File: config.mk
export PLATFORM = sky130hd
export DESIGN_NAME = board_renderer
export DESIGN_NICKNAME = d
export VERILOG_FILES = /design/src/rtl/tetris_pkg.sv /design/src/rtl/cell_painter.sv /design/src/rtl/board_renderer.sv
export SDC_FILE = /design/constraint.sdc
export NUM_CORES = 1
export LEC_CHECK = 0
export CORE_ASPECT_RATIO = 1.25
export CORE_UTILIZATION = 55
export CTS_BUF_LIST = sky130_fd_sc_hd__clkbuf_2 sky130_fd_sc_hd__clkbuf_4 sky130_fd_sc_hd__clkbuf_8
export DETAILED_ROUTE_END_ITERATION = 16
export GPL_ROUTABILITY_DRIVEN = 0
export PLACE_DENSITY_LB_ADDON = 0.1
export SETUP_SLACK_MARGIN = 0.3
export SLEW_MARGIN = 5
export SYNTH_ARGS = -nofsm -noshare
export SYNTH_HDL_FRONTEND = slang
export SYNTH_HIERARCHICAL = 1
export SYNTH_SLANG_ARGS = --single-unit
File: constraint.sdc
create_clock -name clk -period 3.1 [get_ports clk]
set_input_delay 0.775 -clock clk [delete_from_list [all_inputs] [get_ports clk]]
set_output_delay 0.775 -clock clk [all_outputs]
set_load 0.005 [all_outputs]
File: src/rtl/tetris_pkg.sv
// Shared constants, renderer state encoding and pixel record for the board renderer.
package tetris_pkg;
  localparam int BOARD_W  = 10;
  localparam int BOARD_H  = 20;
  localparam int CELL_PX  = 5;
  localparam int COLOUR_W = 6;
  localparam int X_W      = 8;
  localparam int Y_W      = 7;
  localparam int ADDR_W   = 8;
  localparam int COL_W    = $clog2(BOARD_W);
  localparam int ROW_W    = $clog2(BOARD_H);
  localparam int PX_W     = $clog2(CELL_PX);

  localparam logic [COLOUR_W-1:0] GRID_COLOUR = 6'b010101;

  typedef enum logic [2:0] {
    ST_IDLE,
    ST_FETCH,
    ST_LATCH,
    ST_PAINT,
    ST_DONE
  } render_state_e;

  typedef struct packed {
    logic                plot;
    logic [X_W-1:0]      x;
    logic [Y_W-1:0]      y;
    logic [COLOUR_W-1:0] colour;
  } pixel_t;
endpackage

File: src/rtl/cell_painter.sv
// Pixel walker inside one cell: px inner, py outer. Offsets are next-cycle values
// so the parent can register the pixel that will be on the bus next cycle.
module cell_painter
  import tetris_pkg::*;
(
  input  logic            clk,
  input  logic            reset_n,
  input  logic            clear_i,
  input  logic            adv_i,
  output logic [PX_W-1:0] off_x_o,
  output logic [PX_W-1:0] off_y_o,
  output logic            last_pixel_o
);
  localparam logic [PX_W-1:0] PX_LAST = PX_W'(CELL_PX - 1);

  logic [PX_W-1:0] px_q, px_d, py_q, py_d;

  always_comb begin
    px_d = px_q;
    py_d = py_q;
    if (clear_i) begin
      px_d = '0;
      py_d = '0;
    end else if (adv_i) begin
      if (px_q == PX_LAST) begin
        px_d = '0;
        py_d = (py_q == PX_LAST) ? '0 : py_q + PX_W'(1);
      end else begin
        px_d = px_q + PX_W'(1);
      end
    end
  end

  always_ff @(posedge clk or negedge reset_n) begin
    if (!reset_n) begin
      px_q <= '0;
      py_q <= '0;
    end else begin
      px_q <= px_d;
      py_q <= py_d;
    end
  end

  assign off_x_o      = px_d;
  assign off_y_o      = py_d;
  assign last_pixel_o = (px_q == PX_LAST) && (py_q == PX_LAST);
endmodule

File: src/rtl/board_renderer.sv
// Scans the board RAM and paints each cell as a CELL_PX square on the VGA write port.
// Optional build macro BOARD_RENDER_GRID_EN draws a grid line on empty cells.
module board_renderer
  import tetris_pkg::*;
#(
  parameter int ORIGIN_X = 55,
  parameter int ORIGIN_Y = 10
) (
  input  logic                clk,
  input  logic                reset_n,
  input  logic                start,
  output logic                busy,
  output logic                done,
  output logic [ADDR_W-1:0]   ram_addr,
  input  logic [COLOUR_W-1:0] ram_rdata,
  output logic [X_W-1:0]      x,
  output logic [Y_W-1:0]      y,
  output logic [COLOUR_W-1:0] colour,
  output logic                plot
);
  localparam logic [COL_W-1:0] COL_LAST = COL_W'(BOARD_W - 1);
  localparam logic [ROW_W-1:0] ROW_LAST = ROW_W'(BOARD_H - 1);

  render_state_e       state_q, state_d;
  logic [COL_W-1:0]    col_q, col_d;
  logic [ROW_W-1:0]    row_q, row_d;
  logic [X_W-1:0]      cell_x_q, cell_x_d;
  logic [Y_W-1:0]      cell_y_q, cell_y_d;
  logic [COLOUR_W-1:0] cell_colour_q, cell_colour_d;
  logic [ADDR_W-1:0]   addr_q, addr_d;
  logic                busy_q, busy_d, done_q, done_d;
  pixel_t              pix_q, pix_d;

  logic [PX_W-1:0]     off_x, off_y;
  logic                last_pixel;
  logic [COLOUR_W-1:0] colour_src;

  cell_painter u_painter (
    .clk          (clk),
    .reset_n      (reset_n),
    .clear_i      (state_q == ST_LATCH),
    .adv_i        (state_q == ST_PAINT),
    .off_x_o      (off_x),
    .off_y_o      (off_y),
    .last_pixel_o (last_pixel)
  );

  // Cell bases and RAM address advance in raster order, so no multiply is needed.
  always_comb begin
    state_d       = state_q;
    col_d         = col_q;
    row_d         = row_q;
    cell_x_d      = cell_x_q;
    cell_y_d      = cell_y_q;
    cell_colour_d = cell_colour_q;
    addr_d        = addr_q;
    unique case (state_q)
      ST_IDLE: begin
        if (start) begin
          state_d  = ST_FETCH;
          col_d    = '0;
          row_d    = '0;
          cell_x_d = X_W'(ORIGIN_X);
          cell_y_d = Y_W'(ORIGIN_Y);
          addr_d   = '0;
        end
      end
      ST_FETCH: state_d = ST_LATCH;
      ST_LATCH: begin
        cell_colour_d = ram_rdata;
        state_d       = ST_PAINT;
      end
      ST_PAINT: begin
        if (last_pixel) begin
          if (col_q != COL_LAST) begin
            col_d    = col_q + COL_W'(1);
            cell_x_d = cell_x_q + X_W'(CELL_PX);
            addr_d   = addr_q + ADDR_W'(1);
            state_d  = ST_FETCH;
          end else if (row_q != ROW_LAST) begin
            col_d    = '0;
            row_d    = row_q + ROW_W'(1);
            cell_x_d = X_W'(ORIGIN_X);
            cell_y_d = cell_y_q + Y_W'(CELL_PX);
            addr_d   = addr_q + ADDR_W'(1);
            state_d  = ST_FETCH;
          end else begin
            state_d  = ST_DONE;
          end
        end
      end
      ST_DONE: state_d = ST_IDLE;
      default: state_d = ST_IDLE;
    endcase
  end

  // Output pixel is registered from next-state values so plot lines up with PAINT.
  always_comb begin
    pix_d      = pix_q;
    pix_d.plot = (state_d == ST_PAINT);
    busy_d     = (state_d != ST_IDLE);
    done_d     = (state_d == ST_DONE);
    colour_src = (state_q == ST_LATCH) ? ram_rdata : cell_colour_q;
    if (state_d == ST_PAINT) begin
      pix_d.x = cell_x_q + X_W'(off_x);
      pix_d.y = cell_y_q + Y_W'(off_y);
`ifdef BOARD_RENDER_GRID_EN
      pix_d.colour = ((colour_src == '0) && ((off_x == '0) || (off_y == '0)))
                   ? GRID_COLOUR : colour_src;
`else
      pix_d.colour = colour_src;
`endif
    end
  end

  always_ff @(posedge clk or negedge reset_n) begin
    if (!reset_n) begin
      state_q       <= ST_IDLE;
      col_q         <= '0;
      row_q         <= '0;
      cell_x_q      <= '0;
      cell_y_q      <= '0;
      cell_colour_q <= '0;
      addr_q        <= '0;
      busy_q        <= 1'b0;
      done_q        <= 1'b0;
      pix_q         <= '0;
    end else begin
      state_q       <= state_d;
      col_q         <= col_d;
      row_q         <= row_d;
      cell_x_q      <= cell_x_d;
      cell_y_q      <= cell_y_d;
      cell_colour_q <= cell_colour_d;
      addr_q        <= addr_d;
      busy_q        <= busy_d;
      done_q        <= done_d;
      pix_q         <= pix_d;
    end
  end

  assign busy     = busy_q;
  assign done     = done_q;
  assign ram_addr = addr_q;
  assign x        = pix_q.x;
  assign y        = pix_q.y;
  assign colour   = pix_q.colour;
  assign plot     = pix_q.plot;
endmodule

==> impl_results.md <==
* DR WL/cell at 15.32 um
* Via density at between 5 and 6
* Fill count at 559
* Slew headroom at approximately 53%
* Count of different cell masters after synthesis at 48
* Worst EP arrival at around 2.9 ns
* Die area at 7042 um2
* Floorplan row count at 33
* Setup Viol. Count Final at 0
* Grt ovf at 0
* Dpl hpwl at 5.503 mm
* Fin area at between 4000 and 5000 um2
* Tcrit/Tclk final at between 80% and 90%
* Area share of the largest cell type after synthesis at about half
* Critical path depth in cells at 11
* Skew final at approximately 0.0061 ns
* Tmin final at about 2.7 ns
* Initial antenna violation count at 0
* RSZ-0062 raised after global routing: yes
* Sequential standard cell area at between 1500 and 2000 um2
* Area Overhead vs Synth at 19.09%
* Critical Path Sink: x[6]
* CTS root buf: clkbuf_8
* Slowest CP cell: dfrtp_2
* Share of cells above drive strength 1 at between 10 and 15%
* Clock sinks at just over 70
* Clk Latency, worst-skew pair at between 0.3 and 0.4 ns
* Mapped Area at between 3000 and 4000 um2
* TNS Setup at 0 ns
* Setup slack, reg-to-reg at around 0.42 ns
* Top FF cell, synth: dfrtp_1
* Status: complete, but fails checks
* Top Ports at 41
* Peak Freq at between 300 and 400 MHz
* Crit start category: register
* Crit Path Category: register to register
* Peak VDD IR at approximately 0.29 mV
* Largest net degree at the start of global routing at 42
* TritonCTS clock tree: yes
* Yosys reg bits at 71
* Final hold viol count at 0
* Crit-path max FO at 7
* Max cap viols at 0
* CP peak stage delay at ~0.47 ns
* Cell taking the most area after synthesis: dfrtp_1
* DR DRC count at 2
* Multi-input gate area at approximately 1700 um2
* Critical path origin: state_q[2]
* Worst-case clock buffer depth at 2
* Initial Util at between 50% and 60%
* Port-buffer cells at 40
* Antenna Nets Post-Route at 0
* Crit path max-delay family: simple AND/OR/NAND/NOR gates
* Synthesis warning total at 6
* CTS clk-pin slew, worst paths at roughly 0.080 ns
* Violated checks: DRC
* Via count of the first global-routing pass at about 2800
* DRT Pass-1 Iters at 12
* Tot GR Track Use at between 20% and 30%
* CP required at 3.36 ns
* Layout Cells excl Fill at about 510
* RR Startpoint: state_q[2]
* Worst-Margin Slew at 0.7053 ns
* Worst r2r dst: x[6]
* Hold WC Path Type: register to register
* Routed WL at 7.830 mm
* Syn Area/Cell at between 9 and 10 um2
* Via count at 2897
* Mapped Nets at 400
* Largest cells by area after synthesis: dfrtp_1 48%, ha_1 5.4%, a21oi_1 4.5%
* EDFF count, synth at 0
* Final net count at 446
* Num CTS Buffers at 9
* Placed cell area at ~4200 um2
* Core box area at about 6500 um2
* R2r worst-path depth at 11
* Die height at 93.58 um
* H-tree Lvls at 3
* Worst path buffer plus inverter count at 2
* First-pass GRT wire length at 13.30 mm
* FFs w/ async S/R, synth at between 90% and 100%
* Ant diodes at 0
* Pwr Density at a little over 400 nW/um2
* Die Wd at 75.26 um
* Cts hold-fix bufs at 0
* Slew Viols, Final at 0
* CP Capture Type: register
* Worst path cell trace: and3b_4 > buf_4 > xnor2_1 > nor3_1 > ha_1 > inv_1 > fa_1 > nor2b_1 > o2111ai_1 > xor2_1 > o21ai_0
* 1st-iter DRT viols at roughly 160
* Placed cell count at a little under 500
* Static Leakage at about 0.0018 uW
* Synthesized instance count at 373
* Register area share after synthesis at between 40% and 50%
## repair_timing
action / 4_1_cts / 5_1_grt
setup endpoints to repair: 0 / 5
setup buffers: 0 / 2
gates resized for setup: 0 / 4
## worst reg2reg max path, stage by stage, from the launching register on
cell	delay, ns
dfrtp_2	0.47
and3b_4	0.37
buf_4	0.13
xnor2_1	0.05
nor3_1	0.22
ha_1	0.22
inv_1	0.06
fa_1	0.40
nor2b_1	0.19
o2111ai_1	0.15
xor2_1	0.18
o21ai_0	0.15
## sequential cells by signal, summed over array words and instances (netlist names)
name	count
cell_x_q	8
col_q	4
x	8
colour	6
busy	1
cell_y_q	7
y	7
u_painter/px_q	3
plot	1
state_q	3
done	1
u_painter/py_q	3
cell_colour_q	6
ram_addr	8
row_q	5
## cells by family after synthesis
family                     synth area share (%)
and+or+nand+nor                           18.51
DFF                                       48.15
muxes                                     3.459
xor gates and xnor gates                  2.611
AOI/OAI and AO/OA                         15.63
buffers and inverters                     5.120
adders and majority gates                 6.511
## layer usage
layer,up-vias,global-route usage (%),routed length [um]
li1,1429,-,-
met1,1400,33.22,3543
met2,63,40.09,3889
met3,5,4.310,321
met4,0,9.414,74
met5,-,0,0
## area by class of cell
cell class	count	share of cell area (%)
Sequential cell	71	40.49
Clock inverter	6	1.395
Timing Repair Buffer	52	11.33
Inverter	22	1.879
Tap cell	87	2.477
Multi-Input combinational cell	263	39.44
Clock buffer	10	2.990
## metrics by stage
step                      utilization [%]  setup slack, ns  total power [uW]  hold WS (ns)
after global routing                67.36           0.2317              1895        0.4876
after detailed placement            64.00           0.4414              1113        0.4587
after CTS                           66.95           0.4026              1840        0.4764
after floorplan                         -           0.5207              1040        0.4600
after global placement              64.00           0.4881              1108        0.4589
final                               67.36           0.4195              1819        0.4703
## cells in the final DEF (no fill, tap or decap), types with 9 or more instances in the layout
| master | synthesis | layout |
|---|---|---|
| nand2_1 | 29 | 29 |
| nand3_1 | 12 | 12 |
| a21oi_1 | 33 | 33 |
| ha_1 | 16 | 15 |
| or4_1 | 12 | 12 |
| dfrtp_1 | 71 | 69 |
| nor2_1 | 37 | 37 |
| buf_4 | 2 | 11 |
| clkbuf_8 | 0 | 9 |
| o21ai_0 | 26 | 26 |
| clkdlybuf4s50_1 | 0 | 39 |
| o31ai_1 | 14 | 14 |
| inv_1 | 21 | 21 |
## how the worst min path moves through the flow
| stage | depth (start not counted) | endpoint | from |
|---|---|---|---|
| floorplan | 2 | x[0] | x[0] |
| global placement | 2 | x[0] | x[0] |
| detailed placement | 2 | x[0] | x[0] |
| CTS | 2 | x[0] | x[0] |
| global route | 2 | x[0] | x[0] |
| finish | 2 | x[0] | x[0] |
## power breakdown
group | internal, uW | total (uW) | switching [uW]
clock | 378 | 726 | 349
sequential | 952 | 974 | 22.2
combinational | 60.7 | 118 | 57.4
total | 1390 | 1820 | 428
## synthesized netlist by cell type, types with 2 or more instances
master	instances
nor2_1	37
nor3_1	4
nand4_1	2
and4_1	2
o31ai_1	14
fa_1	2
nand3_1	12
o21ai_0	26
nand2b_1	4
and3_4	2
clkbuf_1	2
mux2_2	6
a31oi_1	6
inv_1	21
buf_2	10
a31o_2	3
nor2b_1	2
nor4_1	4
mux2i_1	6
buf_4	2
buf_6	3
xor2_1	6
xnor2_1	5
or3_1	5
a21oi_1	33
nand3b_1	3
o31a_1	2
ha_1	16
o2111ai_1	3
o21a_1	2
nand2_1	29
dfrtp_1	71
or4_1	12
o211ai_1	2
Power figures use the tool's default switching activity.
